$ cat src/rtl/output_flit_tx.sv
// Router output-port transmitter: round-robin arbitration over input datapaths,
// per-VC wormhole locking and a single registered valid/ready output stage.
package ravenoc_pkg;
   localparam int FlitWidth  = 34;
   localparam int NumVirtChn = 4;
   localparam int VcWidth    = 2;

   typedef struct packed {
      logic [FlitWidth-1:0] fdata;
      logic [VcWidth-1:0]   vc_id;
      logic                 valid;
   } s_flit_req_t;

   typedef struct packed {
      logic ready;
   } s_flit_resp_t;
endpackage

module output_flit_tx
   import ravenoc_pkg::*;
#(
   parameter int NumInputs   = 4,
   parameter int FlitTpWidth = 2
) (
   input  logic                            clk,
   input  logic                            arst,
   input  s_flit_req_t  [NumInputs-1:0]    fin_req_i,
   output s_flit_resp_t [NumInputs-1:0]    fin_resp_o,
   output s_flit_req_t                     fout_req_o,
   input  s_flit_resp_t                    fout_resp_i,
   output logic [NumVirtChn-1:0]           vc_lock_o,
   output logic                            busy_o,
   output logic                            err_o
);
   localparam int IdxW = (NumInputs > 1) ? $clog2(NumInputs) : 1;
   localparam logic [FlitTpWidth-1:0] TpHead   = FlitTpWidth'(0);
   localparam logic [FlitTpWidth-1:0] TpTail   = FlitTpWidth'(2);
   localparam logic [FlitTpWidth-1:0] TpSingle = FlitTpWidth'(3);

   logic [NumVirtChn-1:0]           lock_vld_q, lock_vld_d;
   logic [NumVirtChn-1:0][IdxW-1:0] lock_owner_q, lock_owner_d;
   logic [IdxW-1:0]                 rr_q, rr_d;
   s_flit_req_t                     out_q, out_d;
   logic                            err_q, err_d;

   logic [NumInputs-1:0] elig, proto_err;
   logic [IdxW-1:0]      grant;
   logic                 found, load;
   logic [IdxW:0]        idx_w;

   // Eligibility looks only at registered lock state, so a freed VC is reusable next cycle.
   for (genvar g = 0; g < NumInputs; g++) begin : g_elig
      logic [FlitTpWidth-1:0] tp;
      logic [VcWidth-1:0]     vc;
      logic                   owned, is_hd;
      assign tp           = fin_req_i[g].fdata[FlitWidth-1 -: FlitTpWidth];
      assign vc           = fin_req_i[g].vc_id;
      assign owned        = lock_vld_q[vc] && (lock_owner_q[vc] == IdxW'(g));
      assign is_hd        = (tp == TpHead) || (tp == TpSingle);
      assign elig[g]      = fin_req_i[g].valid && (is_hd ? !lock_vld_q[vc] : owned);
      assign proto_err[g] = fin_req_i[g].valid && !is_hd && !owned;
   end

   always_comb begin
      grant = '0;
      found = 1'b0;
      idx_w = '0;
      for (int k = 0; k < NumInputs; k++) begin
         idx_w = {1'b0, rr_q} + (IdxW+1)'(k);
         if (idx_w >= (IdxW+1)'(NumInputs)) idx_w = idx_w - (IdxW+1)'(NumInputs);
         if (!found && elig[idx_w[IdxW-1:0]]) begin
            found = 1'b1;
            grant = idx_w[IdxW-1:0];
         end
      end
   end

   assign load = (!out_q.valid || fout_resp_i.ready) && found;

   always_comb begin
      for (int i = 0; i < NumInputs; i++)
         fin_resp_o[i].ready = load && !arst && (grant == IdxW'(i));
   end

   always_comb begin
      logic [FlitTpWidth-1:0] g_tp;
      logic [VcWidth-1:0]     g_vc;
      g_tp         = fin_req_i[grant].fdata[FlitWidth-1 -: FlitTpWidth];
      g_vc         = fin_req_i[grant].vc_id;
      out_d        = out_q;
      lock_vld_d   = lock_vld_q;
      lock_owner_d = lock_owner_q;
      rr_d         = rr_q;
      err_d        = err_q | (|proto_err);
      if (load) begin
         out_d.fdata = fin_req_i[grant].fdata;
         out_d.vc_id = g_vc;
         out_d.valid = 1'b1;
         rr_d        = (grant == IdxW'(NumInputs-1)) ? '0 : grant + 1'b1;
         if (g_tp == TpHead) begin
            lock_vld_d[g_vc]   = 1'b1;
            lock_owner_d[g_vc] = grant;
         end else if (g_tp == TpTail) begin
            lock_vld_d[g_vc]   = 1'b0;
         end
      end else if (fout_resp_i.ready) begin
         out_d.valid = 1'b0;
      end
   end

   always_ff @(posedge clk) begin
      if (arst) begin
         out_q        <= '0;
         lock_vld_q   <= '0;
         lock_owner_q <= '0;
         rr_q         <= '0;
         err_q        <= 1'b0;
      end else begin
         out_q        <= out_d;
         lock_vld_q   <= lock_vld_d;
         lock_owner_q <= lock_owner_d;
         rr_q         <= rr_d;
         err_q        <= err_d;
      end
   end

   assign fout_req_o = out_q;
   assign vc_lock_o  = lock_vld_q;
   assign busy_o     = out_q.valid | (|lock_vld_q);
   assign err_o      = err_q;
endmodule
$ cat config.mk
export PLATFORM = sky130hd
export DESIGN_NAME = output_flit_tx
export DESIGN_NICKNAME = d
export VERILOG_FILES = /design/src/rtl/output_flit_tx.sv
export SDC_FILE = /design/constraint.sdc
export NUM_CORES = 1
export LEC_CHECK = 0
export CORE_ASPECT_RATIO = 0.9
export CORE_MARGIN = 4
export CORE_UTILIZATION = 40
export CTS_CLUSTER_SIZE = 10
export DETAILED_ROUTE_END_ITERATION = 7
export GPL_TIMING_DRIVEN = 0
export PLACE_DENSITY = 0.81
export SYNTH_ARGS = -nofsm -noshare
export SYNTH_HDL_FRONTEND = slang
export SYNTH_SLANG_ARGS = --single-unit
$ cat constraint.sdc
create_clock -name clk -period 4.16 [get_ports clk]
set_input_delay 0.624 -clock clk [delete_from_list [all_inputs] [get_ports clk]]
set_output_delay 0.624 -clock clk [all_outputs]
set_load 0.005 [all_outputs]
After elaboration in Yosys (flattened, before gate mapping)
Index checks and enable logic that the tools add are counted.
{"block": "word_totals", "reg_bits": 52, "elab_cells": 162, "inputBits": 151, "out_inout_bits": 47}
{"block": "op_classes", "mux": 52, "n_reduce_logical": 61, "eq_ne": 11, "bitwise_logic": 5, "add_sub_neg": 8, "n_lt_le_gt_ge": 15}
{"cell": "$bmux 37 s2", "count": 1}
{"cell": "$mux 37", "count": 1}
{"cell": "$lt 2x3->1 const B", "count": 10}
{"cell": "$mux 2", "count": 14}
{"cell": "$logic_and 1x1->1", "count": 26}
{"cell": "$mux 1", "count": 19}
{"cell": "$eq 2x2->1 const B", "count": 9}
{"cell": "$logic_not 1->1", "count": 17}
{"cell": "$bmux 1 s2", "count": 8}
{"cell": "$bmux 2 s2", "count": 4}
{"cell": "$logic_not 2->1", "count": 7}
{"cell": "$ge 3x3->1 const B", "count": 3}
{"cell": "$bwmux 8", "count": 1}
{"cell": "$mux 4", "count": 2}
{"cell": "$reduce_or 4->1", "count": 2}
{"cell": "$sub 2x1->2 const B", "count": 4}
{"cell": "$add 2x2->3 const B", "count": 2}
{"cell": "$logic_or 1x1->1", "count": 5}
{"cell": "$and 4x4->4", "count": 1}
{"cell": "$demux 2 s2", "count": 1}
{"cell": "$eq 2x1->1 const B", "count": 2}
{"cell": "$not 4->4", "count": 1}
{"cell": "$or 4x4->4", "count": 1}
{"cell": "$reduce_and 2->1", "count": 2}
{"cell": "other kinds (7)", "count": 9}

Logic depth before layout (Yosys ltp)
{"block": "depth", "ltp_word": 28, "ltp_mapped": 12, "ltp_nobuf": 10}

Worst setup path after synthesis
OpenSTA, ideal clock, no wires.
{"block": "synth_timing", "path_kind": "in2out", "from": "input port fin_req_i[112] (netlist name)", "to": "output port fin_resp_o[3] (netlist name)", "required_ns": 3.536, "setup_slack_ns": 0.507, "path_buffers": 2, "path_stages": 10, "t_arrival_ns": 3.029, "cell_sequence": "mux4_2 or3b_1 o31ai_1 a211o_1 nand3_4 inv_4 clkbuf_1 buf_1 ha_1 and2_1"}
{"item": "from (decl)", "line": "27", "source": "input s_flit_req_t [NumInputs-1:0] fin_req_i,"}
{"item": "to (decl)", "line": "28", "source": "output s_flit_resp_t [NumInputs-1:0] fin_resp_o,"}

==> impl_results.rst <==
.. list-table::
   :header-rows: 1

   * - Metric
     - Value
   * - Run status
     - finished clean
   * - Half-perimeter wire length after placement
     - roughly 12000 um
   * - Startpoint of the most critical hold path
     - fout_req_o[5]$_SDFFE_PP0P_
   * - Clock buffer count from CTS
     - 5
   * - Diodes inserted
     - 0
   * - GPL Wtd Cong
     - about 0.90
   * - Fraction of the yosys area taken by sequential cells
     - around 28%
   * - Smallest setup slack after layout
     - roughly 80 ps
   * - Effective utilization at floorplan
     - 41.1%
   * - Pin slew with the least headroom to its limit
     - about 630 ps
   * - Syn nets
     - ~700
   * - Cell Rows
     - 33
   * - Count of state elements after synthesis
     - 52
   * - Hold Path Cell Cnt
     - 2
   * - ANT nets after route
     - 0
   * - Global route overflow
     - 0
   * - Number of distinct library cells after synthesis
     - 58
   * - CTS hold repair buffers
     - 0
   * - Number of nets in the final layout
     - about 930
   * - Critical path data required time
     - 3540 ps
   * - Relative area change from synthesis to final layout
     - 63.4%
   * - Setup slack of the most critical reg-to-reg path
     - ~630 ps
   * - Category of the worst setup path capture point
     - output pin
   * - Unrepaired setup endpoints after global routing
     - true
   * - TritonCTS Sinks
     - between 50 and 60
   * - Drc violations
     - 0
   * - Hold-critical path endpoint
     - fout_req_o[5]$_SDFFE_PP0P_
   * - Final critical delay including setup and external delays
     - 4080 ps
   * - Largest net degree at the start of global routing
     - 18
   * - Cell count after synthesis
     - between 500 and 600
   * - Max clock buf depth
     - 2
   * - Static power due to leakage
     - 2.35 nW
   * - Fraction of layout cells with a size suffix above 1
     - 7.37%
   * - Total core area
     - 0.00913 mm^2
   * - Data arrival time of the critical path
     - 3460 ps
   * - Total global-route track usage
     - about a quarter
   * - Final Hold Fails
     - 0
   * - Yosys warning count
     - 0
   * - Number of global-route vias before repair
     - between 4000 and 5000
   * - Buffers added on ports
     - roughly 200
   * - Clock-pin slew on the worst setup and hold paths
     - about 100 ps
   * - Antenna violations before repair
     - 0
   * - Peak ir drop on the vdd network
     - between 0.15 and 0.2 mV
   * - Average wire per cell in the routed design
     - approximately 17 um
   * - F_max
     - 245 MHz
   * - Number of max-slew violations in the final report
     - 0
   * - Number of vias per cell
     - roughly 5.5
   * - Wire length of the first global-routing pass
     - roughly 23000 um
   * - Clock tree from TritonCTS
     - done
   * - Critical Path Fanout Max
     - 11
   * - Final setup violation count
     - 0
   * - Final critical-path share of the clock period
     - between 90% and 100%
   * - Relative slew margins
     - between 50% and 60%
   * - Power per unit of standard cell area
     - about 340 mW/mm^2
   * - Ports placed on the boundary
     - about 200
   * - Kind of launch point of the worst setup path
     - input pin
   * - Setup skew after layout
     - around 5.4 ps
   * - Endpoint of the most critical register-to-register path
     - lock_owner_q[0]$_SDFFE_PP0P_
   * - Floorplan die height
     - around 100 um
   * - Kind of critical path
     - input pin to output pin
   * - Main synth FF type
     - sky130_fd_sc_hd__dfxtp_1
   * - Worst-skew pair later-pin latency
     - 310 ps
   * - Number of max-cap violations
     - 0
   * - Clock root buffer
     - sky130_fd_sc_hd__clkbuf_8
   * - Number of flops mapped to enable cells by yosys
     - 0
   * - Router iterations before antenna repair
     - 6
   * - Total length of routed wires
     - about 15000 um
   * - Drt first-iter violations
     - between 300 and 400
   * - Min-delay worst type
     - register to register
   * - Floorplan die width
     - around 110 um
   * - Area of the die
     - 0.0110 mm^2
   * - Utilization of the core after routing
     - roughly two thirds
   * - Placement-stage worst setup slack
     - -1330 ps
   * - Area of the mapped netlist
     - approximately 0.0038 mm^2
   * - Avg Synthesized Cell Area
     - ~6.7 um^2
   * - Worst hold slack
     - approximately 460 ps
   * - Number of cells on the worst reg-to-reg path
     - 12
   * - Proportion of synthesized flip-flops having asynchronous set or reset
     - 0%
   * - Depth of the CTS H-tree
     - 2
   * - Number of vias after detailed routing
     - ~4900
==> power breakdown <==
group	switching (W)	internal, W
Clock	0.000182	0.000137
Sequential	0.0000607	0.000584
Combinational	0.000595	0.000536
==> flip-flops by register name, indices dropped and copies added, names as in the netlist, named ones only <==
register and count:
fout_req_o 37, lock_owner_q 8, rr_q 2, err_o 1
==> logic make-up (layout without fill, tap and decap cells) <==
family                     after synthesis  after routing  synth area share [%]
AOI/OAI and AO/OA                       85             85                  15.1
and+or+nand+nor                        358            358                  43.8
DFF                                     52             52                  27.7
adders and majority gates                4              4                  1.33
muxes                                   14             14                  6.40
buffers and inverters                   46            256                  4.70
xor gates and xnor gates                 4              4                 0.934
==> area by class of cell <==
cell class                 instances  area, um^2
multi-input combinational        465        2620
sequential                        52        1040
fill                             808        2990
buffer                            36         164
timing repair buffer             204        2020
inverter                           8        42.5
clock inverter                     2        13.8
tap                              122         153
clock buffer                       6        82.6
==> metal layers <==
metal	share of wire, %	up-vias	global-route usage [%]
met5	0	-	0
met4	2.4	0	8.81
met3	8.3	27	5.59
met2	49	233	45.1
met1	40	2300	31.6
li1	-	2382	-
==> how the worst max path moves through the flow <==
stage	from	endpoint	slack [ps]	cells past startpoint
after floorplan	fin_req_i[112]	fin_resp_o[3]	510	10
after global placement	fin_req_i[112]	fin_resp_o[3]	-1200	12
after detailed placement	fin_req_i[112]	fin_resp_o[3]	-1330	12
after CTS	fin_req_i[113]	fin_resp_o[3]	8	12
after global routing	fin_req_i[38]	fin_resp_o[3]	-20	11
final	fin_req_i[38]	fin_resp_o[3]	80	11
==> worst max-delay path: stages <==
cell and delay (ps):
sky130_fd_sc_hd__clkdlybuf4s15_2 250, sky130_fd_sc_hd__mux4_2 550, sky130_fd_sc_hd__or3b_1 410, sky130_fd_sc_hd__o31a_2 160
sky130_fd_sc_hd__a211o_1 330, sky130_fd_sc_hd__nand3_4 160, sky130_fd_sc_hd__inv_8 30, sky130_fd_sc_hd__buf_6 140
sky130_fd_sc_hd__ha_1 200, sky130_fd_sc_hd__and2_1 140, sky130_fd_sc_hd__clkdlybuf4s50_1 450
==> Yosys cell counts (all sizes together) (2+ instances only) <==
master / number / area (um^2)
o21ai: 7 / 35.0
o41a: 2 / 22.5
clkbuf: 30 / 113
nor2: 14 / 52.6
o22a: 2 / 17.5
nand4: 6 / 52.6
ha: 4 / 50.1
nor3b: 2 / 15.0
o31ai: 3 / 22.5
mux2i: 7 / 82.6
nand3: 105 / 543
nor4bb: 2 / 20.0
nand2b: 5 / 31.3
a2111o: 4 / 45.0
o221ai: 2 / 17.5
a31oi: 3 / 18.8
o31a: 2 / 18.8
dfxtp: 52 / 1040
nor3: 3 / 15.0
or3b: 2 / 17.5
or2: 2 / 12.5
or3: 2 / 12.5
xor2: 4 / 35.0
inv: 8 / 32.5
buf: 8 / 31.3
a21oi: 45 / 225
o22ai: 2 / 12.5
nor2b: 5 / 31.3
and2: 6 / 37.5
o211ai: 2 / 15.0
nand2: 197 / 739
mux4: 7 / 158
==> layout by cell type (no fill, tap or decap), types with 3 or more instances in the layout <==
| cell | Yosys | routed |
|---|---|---|
| sky130_fd_sc_hd__xor2_1 | 4 | 3 |
| sky130_fd_sc_hd__dlygate4sd2_1 | 0 | 3 |
| sky130_fd_sc_hd__o21ai_0 | 7 | 6 |
| sky130_fd_sc_hd__inv_1 | 6 | 6 |
| sky130_fd_sc_hd__clkdlybuf4s50_1 | 0 | 190 |
| sky130_fd_sc_hd__buf_4 | 0 | 8 |
| sky130_fd_sc_hd__buf_1 | 7 | 5 |
| sky130_fd_sc_hd__nor2_1 | 14 | 13 |
| sky130_fd_sc_hd__and2_1 | 6 | 6 |
| sky130_fd_sc_hd__nand2_1 | 197 | 196 |
| sky130_fd_sc_hd__a2111o_1 | 4 | 4 |
| sky130_fd_sc_hd__nor2b_1 | 5 | 5 |
| sky130_fd_sc_hd__nand3_1 | 103 | 103 |
| sky130_fd_sc_hd__ha_1 | 4 | 4 |
| sky130_fd_sc_hd__nand4_1 | 5 | 5 |
| sky130_fd_sc_hd__nand2b_1 | 5 | 5 |
| sky130_fd_sc_hd__clkbuf_8 | 0 | 7 |
| sky130_fd_sc_hd__a21oi_1 | 45 | 45 |
| sky130_fd_sc_hd__dfxtp_1 | 52 | 52 |
| sky130_fd_sc_hd__mux2i_1 | 6 | 6 |
| sky130_fd_sc_hd__clkbuf_1 | 30 | 25 |
| sky130_fd_sc_hd__mux4_2 | 7 | 7 |
==> metrics by stage <==
stage / total power, W / setup TNS (ps) / std cells / area, um^2
2_1_floorplan: 0.00122 / 0 / 563 / 3750
3_3_place_gp: 0.00169 / -9270 / 881 / 5870
3_5_place_dp: 0.00172 / -15480 / 881 / 5870
4_1_cts: 0.00208 / 0 / 894 / 6100
5_1_grt: 0.00223 / -18.5 / 895 / 6130
6_report: 0.00209 / 0 / 895 / 6130
==> timing repair <==
| item | 4_1_cts | 5_1_grt |
|---|---|---|
| endpoints found under the setup margin | 14 | 4 |
| gates resized for setup | 38 | 9 |
| pin swaps | 6 | 1 |
| setup buffers | 6 | 2 |
No activity file was read; power rests on OpenSTA's default activity.
